--- src/rtl/swap_gate.sv ---
// Qubit-0/qubit-2 SWAP stage of the 3-qubit QFT: exchanges |001><->|100> and |011><->|110>.
// One registered stage, no backpressure; invariant amplitudes are routed around this block.
`ifndef TOTAL_WIDTH
`define TOTAL_WIDTH 16
`endif
`ifndef FRAC_WIDTH
`define FRAC_WIDTH 4
`endif

module swap_gate #(
  parameter int TOTAL_WIDTH = `TOTAL_WIDTH,
  parameter int FRAC_WIDTH  = `FRAC_WIDTH
) (
  input  logic                   clk,
  input  logic                   rst,
  input  logic                   in_valid,
  input  logic [TOTAL_WIDTH-1:0] in_001_r,
  input  logic [TOTAL_WIDTH-1:0] in_001_i,
  input  logic [TOTAL_WIDTH-1:0] in_100_r,
  input  logic [TOTAL_WIDTH-1:0] in_100_i,
  input  logic [TOTAL_WIDTH-1:0] in_011_r,
  input  logic [TOTAL_WIDTH-1:0] in_011_i,
  input  logic [TOTAL_WIDTH-1:0] in_110_r,
  input  logic [TOTAL_WIDTH-1:0] in_110_i,
  output logic                   out_valid,
  output logic [TOTAL_WIDTH-1:0] out_001_r,
  output logic [TOTAL_WIDTH-1:0] out_001_i,
  output logic [TOTAL_WIDTH-1:0] out_100_r,
  output logic [TOTAL_WIDTH-1:0] out_100_i,
  output logic [TOTAL_WIDTH-1:0] out_011_r,
  output logic [TOTAL_WIDTH-1:0] out_011_i,
  output logic [TOTAL_WIDTH-1:0] out_110_r,
  output logic [TOTAL_WIDTH-1:0] out_110_i
);

  // The fixed-point format only matters downstream; reject a nonsensical one at elaboration.
  generate
    if (FRAC_WIDTH < 0 || FRAC_WIDTH >= TOTAL_WIDTH) begin : g_bad_format
      $error("swap_gate: FRAC_WIDTH must lie in [0, TOTAL_WIDTH)");
    end
  endgenerate

  always_ff @(posedge clk or posedge rst) begin
    if (rst) begin
      out_valid <= 1'b0;
      out_001_r <= '0;
      out_001_i <= '0;
      out_100_r <= '0;
      out_100_i <= '0;
      out_011_r <= '0;
      out_011_i <= '0;
      out_110_r <= '0;
      out_110_i <= '0;
    end else begin
      out_valid <= in_valid;
      // Data holds when no vector arrives, so the last result stays readable.
      if (in_valid) begin
        out_001_r <= in_100_r;
        out_001_i <= in_100_i;
        out_100_r <= in_001_r;
        out_100_i <= in_001_i;
        out_011_r <= in_110_r;
        out_011_i <= in_110_i;
        out_110_r <= in_011_r;
        out_110_i <= in_011_i;
      end
    end
  end

endmodule

--- config.mk ---
export PLATFORM = sky130hd
export DESIGN_NAME = swap_gate
export DESIGN_NICKNAME = d
export VERILOG_FILES = /design/src/rtl/swap_gate.sv
export SDC_FILE = /design/constraint.sdc
export NUM_CORES = 1
export LEC_CHECK = 0
export ABC_AREA = 1
export ABC_CLOCK_PERIOD_IN_PS = 10500
export BUFFER_PORTS_ARGS = -buffer_cell sky130_fd_sc_hd__clkbuf_2
export CAP_MARGIN = 40
export CELL_PAD_IN_SITES_DETAIL_PLACEMENT = 0
export CELL_PAD_IN_SITES_GLOBAL_PLACEMENT = 1
export CORE_ASPECT_RATIO = 0.5
export CORE_UTILIZATION = 34
export DETAILED_ROUTE_END_ITERATION = 16
export HOLD_SLACK_MARGIN = 0.15
export PLACE_DENSITY = 0.83
export SLEW_MARGIN = 15
export SYNTH_ARGS = -nofsm -noshare
export SYNTH_HDL_FRONTEND = slang
export SYNTH_SLANG_ARGS = --single-unit
--- constraint.sdc ---
create_clock -name clk -period 10.5 [get_ports clk]
set_input_delay 2.1 -clock clk [delete_from_list [all_inputs] [get_ports clk]]
set_output_delay 2.1 -clock clk [all_outputs]
set_load 0.01 [all_outputs]
* After elaboration in Yosys (flattened, before gate mapping)
Index checks and enable logic that the tools add are counted.
Word-level totals: output and inout port bits 129, bits of input ports 131, register bits 129

* Longest topological paths before layout
Gate-level depths: netlist (run 1).
depth after elaboration 0, depth in mapped cells 5

* Least setup slack after synthesis (run 1)
OpenSTA, ideal clock, no wires.
path kind input to register, start input in_valid, end register out_001_i[0], arrival time 2475 ps, buffers on the path 2, stages 5, setup slack 7909 ps, library setup time 117 ps, cells stage by stage inv_2 buf_6 buf_6 nand2_1 nand2_1
RTL lines:
- start, declared | line 16 | input logic in_valid,
- end signal, assigned | line 59 | out_001_i <= in_100_i;
- end, declared | line 27 | output logic [TOTAL_WIDTH-1:0] out_001_i,

==> results of run 1 <==
## how the worst min path moves through the flow
| stage | endpoint | slack [ps] |
|---|---|---|
| finish | out_110_i[7] | 470 |
| global route | out_100_i[14] | 490 |
| CTS | out_011_i[1] | 470 |
| detailed placement | out_110_r[1] | 460 |
| global placement | out_001_r[3] | 450 |
| floorplan | out_011_r[10] | 510 |
## Yosys cell counts
master,count,area share
nand2_1,384,0.29
dfrtp_1,129,0.65
buf_6,27,0.061
buf_4,1,0.0015
inv_1,1,0.00075
inv_2,1,0.00075
## state kept, by name, summed over array words and instances, names as in the netlist
name and count:
out_011_i 16, out_100_i 16, out_valid 1, out_011_r 16, out_110_i 16, out_001_r 16
out_110_r 16, out_001_i 16, out_100_r 16
## per-layer routing
layer	wire length, um	GRT usage
met5	0	0
met4	224	0.06919
met3	369	0.03646
met2	7200	0.3217
met1	5452	0.2034
## layout make-up
| class | count | area, um^2 | area share |
|---|---|---|---|
| inverter | 2 | 12.51 | 0.001806 |
| tap | 192 | 240.2 | 0.03468 |
| clock buffer | 21 | 450.4 | 0.06503 |
| clock inverter | 11 | 137.6 | 0.01987 |
| multi-input combinational | 384 | 1441 | 0.2081 |
| timing repair buffer | 266 | 1416 | 0.2045 |
| sequential | 129 | 3228 | 0.4660 |
## kinds of logic (layout without fill, tap and decap cells)
group / count (synthesis) / in the layout / synth area share
simple gates: 384 / 384 / 0.2889
flops: 129 / 129 / 0.6471
buf+inv: 30 / 300 / 0.06396
## worst max-delay path: stages
cell and delay, ps:
buf_4 210, inv_4 260, buf_4 520, buf_12 310, nand2_1 100, nand2_1 80
## power by group
group	internal, uW	leakage [uW]	switching (uW)
combinational	69.5	0.00227	98.1
clock	378	0.000283	213
sequential	541	0.00157	23.6
total	989	0.00412	335
## metrics by stage
stage | area (um^2) | util | setup WS, ps | instances | total power, uW
2_1_floorplan | 4989 | - | 4959 | 543 | 660.0
3_3_place_gp | 6243 | 0.4483 | 6744 | 969 | 737.5
3_5_place_dp | 6311 | 0.4532 | 6814 | 972 | 743.4
4_1_cts | 6899 | 0.4954 | 7205 | 1004 | 1342
5_1_grt | 6927 | 0.4974 | 7074 | 1005 | 1387
6_report | 6927 | 0.4974 | 7227 | 1005 | 1324
==> results.md, run 1 <==
- # DRC: 0
- Post-CTS setup buffers: 0
- Post-Syn Nets: 674
- Core box area: 13930 um^2
- Total track usage: 0.1745
- Crit path required time: 10830 ps
- Skew-Pair Late Insertion Delay: 390 ps
- Period utilisation layout: 0.3117
- Worst min-delay path class: flip-flop to flip-flop
- Most common cell after layout, fill and taps aside: nand2_1
- Leak: 0.004122 uW
- Cells after Synth: 543
- Filler cells: 1389
- Startpoint Class: input port
- Clock-pin slew on the worst setup and hold paths: 50 ps
- CP Max Fanout: 51
- Peak supply drop: 0.1177 mV
- Die H: 87.65 um
- Final nets: 931
- Fmax: 305.5 MHz
- Initial core utilization: 0.3582
- Final setup viols: 0
- Vias in the first global route: 4166
- RSZ-0062 raised after global routing: false
- Reg-to-reg slack, setup: 9880 ps
- Routed wire per std cell: 13.18 um
- Post-synthesis sequential area ratio: 0.6471
- H-Tree Depth: 4
- Die Wd: 173.3 um
- Hold path start: out_110_i[7]
- Max cap viols: 0
- Cts hold-fix bufs: 0
- Layout cells sized above 1: 0.3653
- Warnings, synthesis: 0
- Total CTS buffers: 17
- Worst r2r src: out_110_r[8]
- Vias per cell: 4.255
- Ant diodes: 0
- Final WL: 13250 um
- Setup crit end kind: flip-flop
- Worst setup path endpoint: out_011_i[3]
- Gpl congestion: 0.7670
- Most frequent cells in the layout: nand2_1, clkbuf_2, dfrtp_1, clkbuf_16, clkinv_2
- Max-Slew Margin vs Limit: 0.6327
- Post-Syn Area: 4989 um^2
- Area Overhead vs Synth: 38.85%
- Worst Hold Depth: 2
- FF+latch count, synth: 129
- Grt total ovfl: 0
- Final ANT Viol Nets: 0
- CP Data Arrival Time: 3600 ps
- Power per cell area: 191.1 nW/um^2
- Worst-Margin Slew: 551.0 ps
- Hold_ws: 465.4 ps
- Initial detailed-routing violation count: 151
- Clk root buf: clkbuf_16
- Via count: 4276
- Period minus WS final: 3273 ps
- CTS max path bufs: 2
- Run status: completed
- Setup TNS: 0 ps
- TritonRoute pass-1 iters: 4
- Max Slew Vio Count: 0
- Die footprint: 15190 um^2
- First-pass GRT wire length: 20690 um
- Synthesized area per cell: 9.187 um^2
- WS Path Type: input port to flip-flop
- Clk sink count: 129
- Worst reg2reg path depth: 2
- Synth unique cells: 6
- Port Buffer Count: 259
- Ports: 260
- Placement Rows: 30
- PostCTS Resize Cnt: 0
- CTS tree: built
- RR Endpoint: out_110_r[8]
- Clk_skew: 0 ps
- Hold Vio Cnt, Final: 0
- Largest net degree at the start of global routing: 64
- Crit path from: in_valid
- Antenna violations before repair: 0
- HPWL Detailed: 9375 um
(Power assumes the default switching activity.)
==> run 2: changes to the inputs <==
Settings changed: ABC_CLOCK_PERIOD_IN_PS 10500 to 3300, CORE_UTILIZATION 34 to 32, PLACE_DENSITY 0.83 to 0.79.
Clock period 10.5 ns to 3.3 ns, I/O delays scaled along.
==> run 2 against run 1 <==
Non-clock buffer count fell by 2. Register-to-register slack worse by 7200 ps. Clock skew unchanged. Sequential power grew to 3.2 times the previous value. Routed wire length is 1.8% lower. Sequential cell count is the same. Combinational power increased to 3.1 times the previous value. Die area increased by 6.1%. Clock-buffer cell count decreased by 2. Via count is 2.5% lower. Core utilization fell by 3.2 points. Largest cell class unchanged.
==> results.md, run 2 (synthesis results as in run 1) <==
- Setup crit end kind: flip-flop
- RSZ-0062 raised after global routing: false
- Final nets: 929
- Power per cell area: 621.6 nW/um^2
- Clk root buf: clkbuf_16
- Vias in the first global route: 4176
- Ant diodes: 0
- Area Overhead vs Synth: 38.73%
- Ports: 260
- Worst min-delay path class: input port to asynchronous set/reset pin
- CP Data Arrival Time: 1980 ps
- Setup TNS: 0 ps
- Hold Vio Cnt, Final: 0
- RR Endpoint: out_100_i[3]
- Fmax: 605.4 MHz
- Net Switching: 1077 uW
- Most frequent cells in the layout: nand2_1, clkbuf_2, dfrtp_1, clkbuf_16
- Reg-to-reg slack, setup: 2670 ps
- Grt total ovfl: 0
- Die footprint: 16120 um^2
- Clock Power Share: 0.461
- Seq pwr share: 0.418
- Layout cells sized above 1: 0.3662
- Crit path required time: 3630 ps
- Total CTS buffers: 17
- Max Slew Vio Count: 0
- Most common cell after layout, fill and taps aside: nand2_1
- First-pass GRT wire length: 21530 um
- Sw Share: 0.2504
- Final setup viols: 0
- Routed wire per std cell: 12.90 um
- PostCTS Resize Cnt: 0
- Antenna violations before repair: 0
- Period utilisation layout: 0.5005
- TritonRoute pass-1 iters: 4
- Placement Rows: 31
- Largest net degree at the start of global routing: 80
- Initial detailed-routing violation count: 247
- Period minus WS final: 1652 ps
- CTS tree: built
- Clk sink count: 129
- Max-Slew Margin vs Limit: 0.5541
- Core box area: 14860 um^2
- Int Power: 3225 uW
- Peak supply drop: 0.4680 mV
- Clock-pin slew on the worst setup and hold paths: 60 ps
- Worst reg2reg path depth: 2
- # DRC: 0
- Vias per cell: 4.132
- Die H: 90.29 um
- Worst r2r src: out_100_i[3]
- Setup ws final: 1648 ps
- Via count: 4169
- Final WL: 13010 um
- Skew-Pair Late Insertion Delay: 390 ps
- Final ANT Viol Nets: 0
- Leak: 0.004113 uW
- Max cap viols: 0
- HPWL Detailed: 9182 um
- Die Wd: 178.6 um
- CTS max path bufs: 2
- Run status: completed
- Worst-Margin Slew: 667.5 ps
- Initial core utilization: 0.3358
- H-Tree Depth: 4
- Cts hold-fix bufs: 0
- Gpl congestion: 0.7692
- Port Buffer Count: 259
- Gate power share: 0.122
- Setup WS pre-CTS: 1235 ps
- WS Path Type: input port to flip-flop
- Post-CTS setup buffers: 0
- Startpoint Class: input port
- CP Max Fanout: 79
- Clk_skew: 0 ps
- Total track usage: 0.1697
[run 2: how the worst max path moves through the flow]
| stage | start | to | slack (ps) | cells past startpoint |
|---|---|---|---|---|
| 6_report | in_valid | out_100_r[10] | 1650 | 5 |
| 5_1_grt | in_valid | out_001_r[9] | 1480 | 5 |
| 4_1_cts | in_valid | out_100_i[8] | 1640 | 5 |
| 3_5_place_dp | in_valid | out_100_r[10] | 1230 | 5 |
| 3_3_place_gp | in_valid | out_001_r[14] | 1250 | 5 |
| 2_1_floorplan | rst | out_001_i[0] | 1040 | 1 |
[run 2: power groups by stage]
stage               logic [uW]  registers, uW  clock network, uW
floorplan                  211           1890                  0
global placement           530           1820                  0
detailed placement         537           1820                  0
CTS                        537           1800               2030
global route               592           1820               2120
finish                     523           1800               1980
[run 2: critical path, stage by stage]
cell and delay, ps:
buf_4 240, inv_4 430, buf_12 370, nand2_1 100, nand2_1 70
[run 2: layout make-up]
cell class / count / area, um^2
clock buffers: 19 / 442.9
clock inverters: 13 / 185.2
fillers: 1497 / 7935
inverters: 2 / 13.76
multi-input cells: 384 / 1441
flip-flops and latches: 129 / 3228
well taps: 198 / 247.7
repair buffers: 264 / 1361
[run 2: per-layer routing]
metal	vias up	part of all wire	GRT usage
li1	2135	-	-
met1	1941	0.42	0.2066
met2	82	0.53	0.3043
met3	11	0.036	0.03493
met4	0	0.012	0.04379
met5	-	0	0
[run 2: through the flow]
step | cell area, um^2 | std cells | util | hold slack, ps | total power, uW
detailed placement | 6292 | 977 | 0.4236 | 457.3 | 2360
floorplan | 4992 | 543 | - | 505.7 | 2100
global placement | 6292 | 977 | 0.4236 | 454.1 | 2353
finish | 6920 | 1009 | 0.4658 | 359.0 | 4302
CTS | 6920 | 1009 | 0.4658 | 374.5 | 4367
global route | 6920 | 1009 | 0.4658 | 393.6 | 4522
==> run 3: changes to the inputs <==
Settings changed: ABC_AREA 1 to 0, ABC_CLOCK_PERIOD_IN_PS 3300 to 1530, CORE_UTILIZATION 32 to 35.
Clock period 3.3 ns to 1.53 ns, I/O delays scaled along.
==> run 3 against run 2 <==
Clock-buffer cell count up 1. Sequential cell count unchanged. Critical path depth down 1.
==> results.md, run 3 <==
- Count leader, synth: dfrtp_1
- Die H: 85.25 um
- Final nets: 803
- Synth unique cells: 5
- Worst Hold Depth: 2
- Antenna violations before repair: 0
- Max-Slew Margin vs Limit: 0.7396
- Worst min-delay path class: input port to flip-flop
- Post-synth EDFFs: 0
- Die footprint: 14360 um^2
- Post-synth top cells: dfrtp_1, mux2_2, clkbuf_8, buf_6, inv_1
- Clk_skew: 0 ps
- Crit path required time: 1810 ps
- Period utilisation layout: 0.9066
- Worst reg2reg path depth: 1
- Startpoint Class: input port
- Top cells by area, synth: dfrtp_1, mux2_2, clkbuf_8
- Initial detailed-routing violation count: 91
- Vias in the first global route: 4157
- Clk sink count: 129
- Yosys top cell by area: dfrtp_1
- Post-synthesis sequential area ratio: 0.6655
- Run status: completed
- Total CTS buffers: 17
- Peak supply drop: 0.6541 mV
- CP Max Fanout: 35
- Ant diodes: 0
- Post-synth top flop: dfrtp_1
- Final WL: 12820 um
- Most frequent cells in the layout: clkbuf_2, dlygate4sd3_1, dfrtp_1, mux2_2, clkbuf_16
- Largest net degree at the start of global routing: 76
- Skew-Pair Late Insertion Delay: 390 ps
- RR Endpoint: out_100_i[10]
- Via count: 3774
- Period minus WS final: 1387 ps
- Synthesized area per cell: 17.83 um^2
- Layout cells sized above 1: 0.6208
- Cells after Synth: 272
- Placement Rows: 29
- Vias per cell: 4.343
- # DRC: 0
- PostCTS Resize Cnt: 0
- Worst r2r src: out_100_i[10]
- Routed wire per std cell: 14.75 um
- HPWL Detailed: 8392 um
- Final ANT Viol Nets: 0
- Hold_ws: 167.1 ps
- Max Slew Vio Count: 0
- Post-Syn Area: 4851 um^2
- Clock-pin slew on the worst setup and hold paths: 60 ps
- Clk root buf: clkbuf_16
- FF+latch count, synth: 129
- Fmax: 720.9 MHz
- CP Data Arrival Time: 1660 ps
- End-of-flow core utilization: 0.6258
- Post-route insts no fill: 869
- Max cap viols: 0
- Hold Vio Cnt, Final: 0
- Warnings, synthesis: 0
- Post-Syn Nets: 403
- Total track usage: 0.1894
- CTS tree: built
- RSZ-0062 raised after global routing: false
- TritonRoute pass-1 iters: 4
- WS Path Type: input port to flip-flop
- Grt total ovfl: 0
- Worst-Margin Slew: 390.6 ps
- Hold Path End: out_011_r[12]
- Most common cell after layout, fill and taps aside: clkbuf_2
- Initial core utilization: 0.3703
- H-Tree Depth: 4
- Leak: 0.003955 uW
- Post-CTS setup buffers: 0
- Reg-to-reg slack, setup: 730 ps
- First-pass GRT wire length: 20830 um
- Setup crit end kind: flip-flop
- Area Overhead vs Synth: 68.97%
- Final setup viols: 0
- Hold path start: in_110_r[12]
- Power per cell area: 1135 nW/um^2
- Gpl congestion: 0.7467
- Core box area: 13100 um^2
- Ports: 260
- Port Buffer Count: 259
- Die Wd: 168.5 um
- Dpl cells: 710
- Synth top area share: 0.6655
- Setup TNS: 0 ps
- Post-synth ARST share: 1.000
- CTS max path bufs: 2
[run 3: worst max path at each step]
stage | startpoint | endpoint | slack [ps] | depth (start not counted)
after floorplan | rst | out_001_i[0] | -370 | 1
after global placement | in_valid | out_110_i[10] | 310 | 3
after detailed placement | in_valid | out_100_i[15] | 290 | 3
after CTS | in_valid | out_100_r[15] | 150 | 4
after global routing | in_valid | out_011_i[6] | 100 | 4
final | in_valid | out_011_i[6] | 140 | 4
[run 3: metal layers]
layer	wire length (um)	track usage
met1	4689	0.1961
met2	7339	0.3667
met3	442	0.04478
met4	346	0.08595
met5	0	0
[run 3: logic make-up (layout without fill, tap and decap cells)]
logic type             count (synthesis)  count (layout)  synth area share
buffers and inverters                 15             426           0.03740
flip-flops                           129             129            0.6655
multiplexers                         128             128            0.2971
[run 3: final cells by class]
type	instances	area, um^2
fill	1006	4902
timing repair buffer	395	2718
tap	186	232.7
inverter	1	7.507
clock buffer	20	456.7
clock inverter	10	112.6
sequential	129	3228
multi-input combinational	128	1441
[run 3: through the flow]
step,setup WS [ps],instance area [um^2],power (uW)
3_5_place_dp,289.9,6336,5256
2_1_floorplan,-371.2,4855,4630
6_report,142.9,8197,9306
4_1_cts,154.2,8197,9448
3_3_place_gp,306.2,6336,5223
5_1_grt,101.6,8197,9769
[run 3: critical path: stages]
cell and delay (ps):
dlygate4sd3_1 530, buf_4 200, buf_12 230, mux2_2 370
[run 3: power by group]
part	switching (uW)	total, uW	internal, uW	leakage, uW
Sequential	173	3930	3760	0.00151
Combinational	653	1530	880	0.00218
Clock	1390	3840	2450	0.000266
Total	2210	9310	7090	0.00396
[run 3: repair_timing]
action / in CTS / in global routing
hold buffers: 129 / 0
endpoints found under the setup margin: 0 / 0
endpoints found under the hold margin: 257 / 0
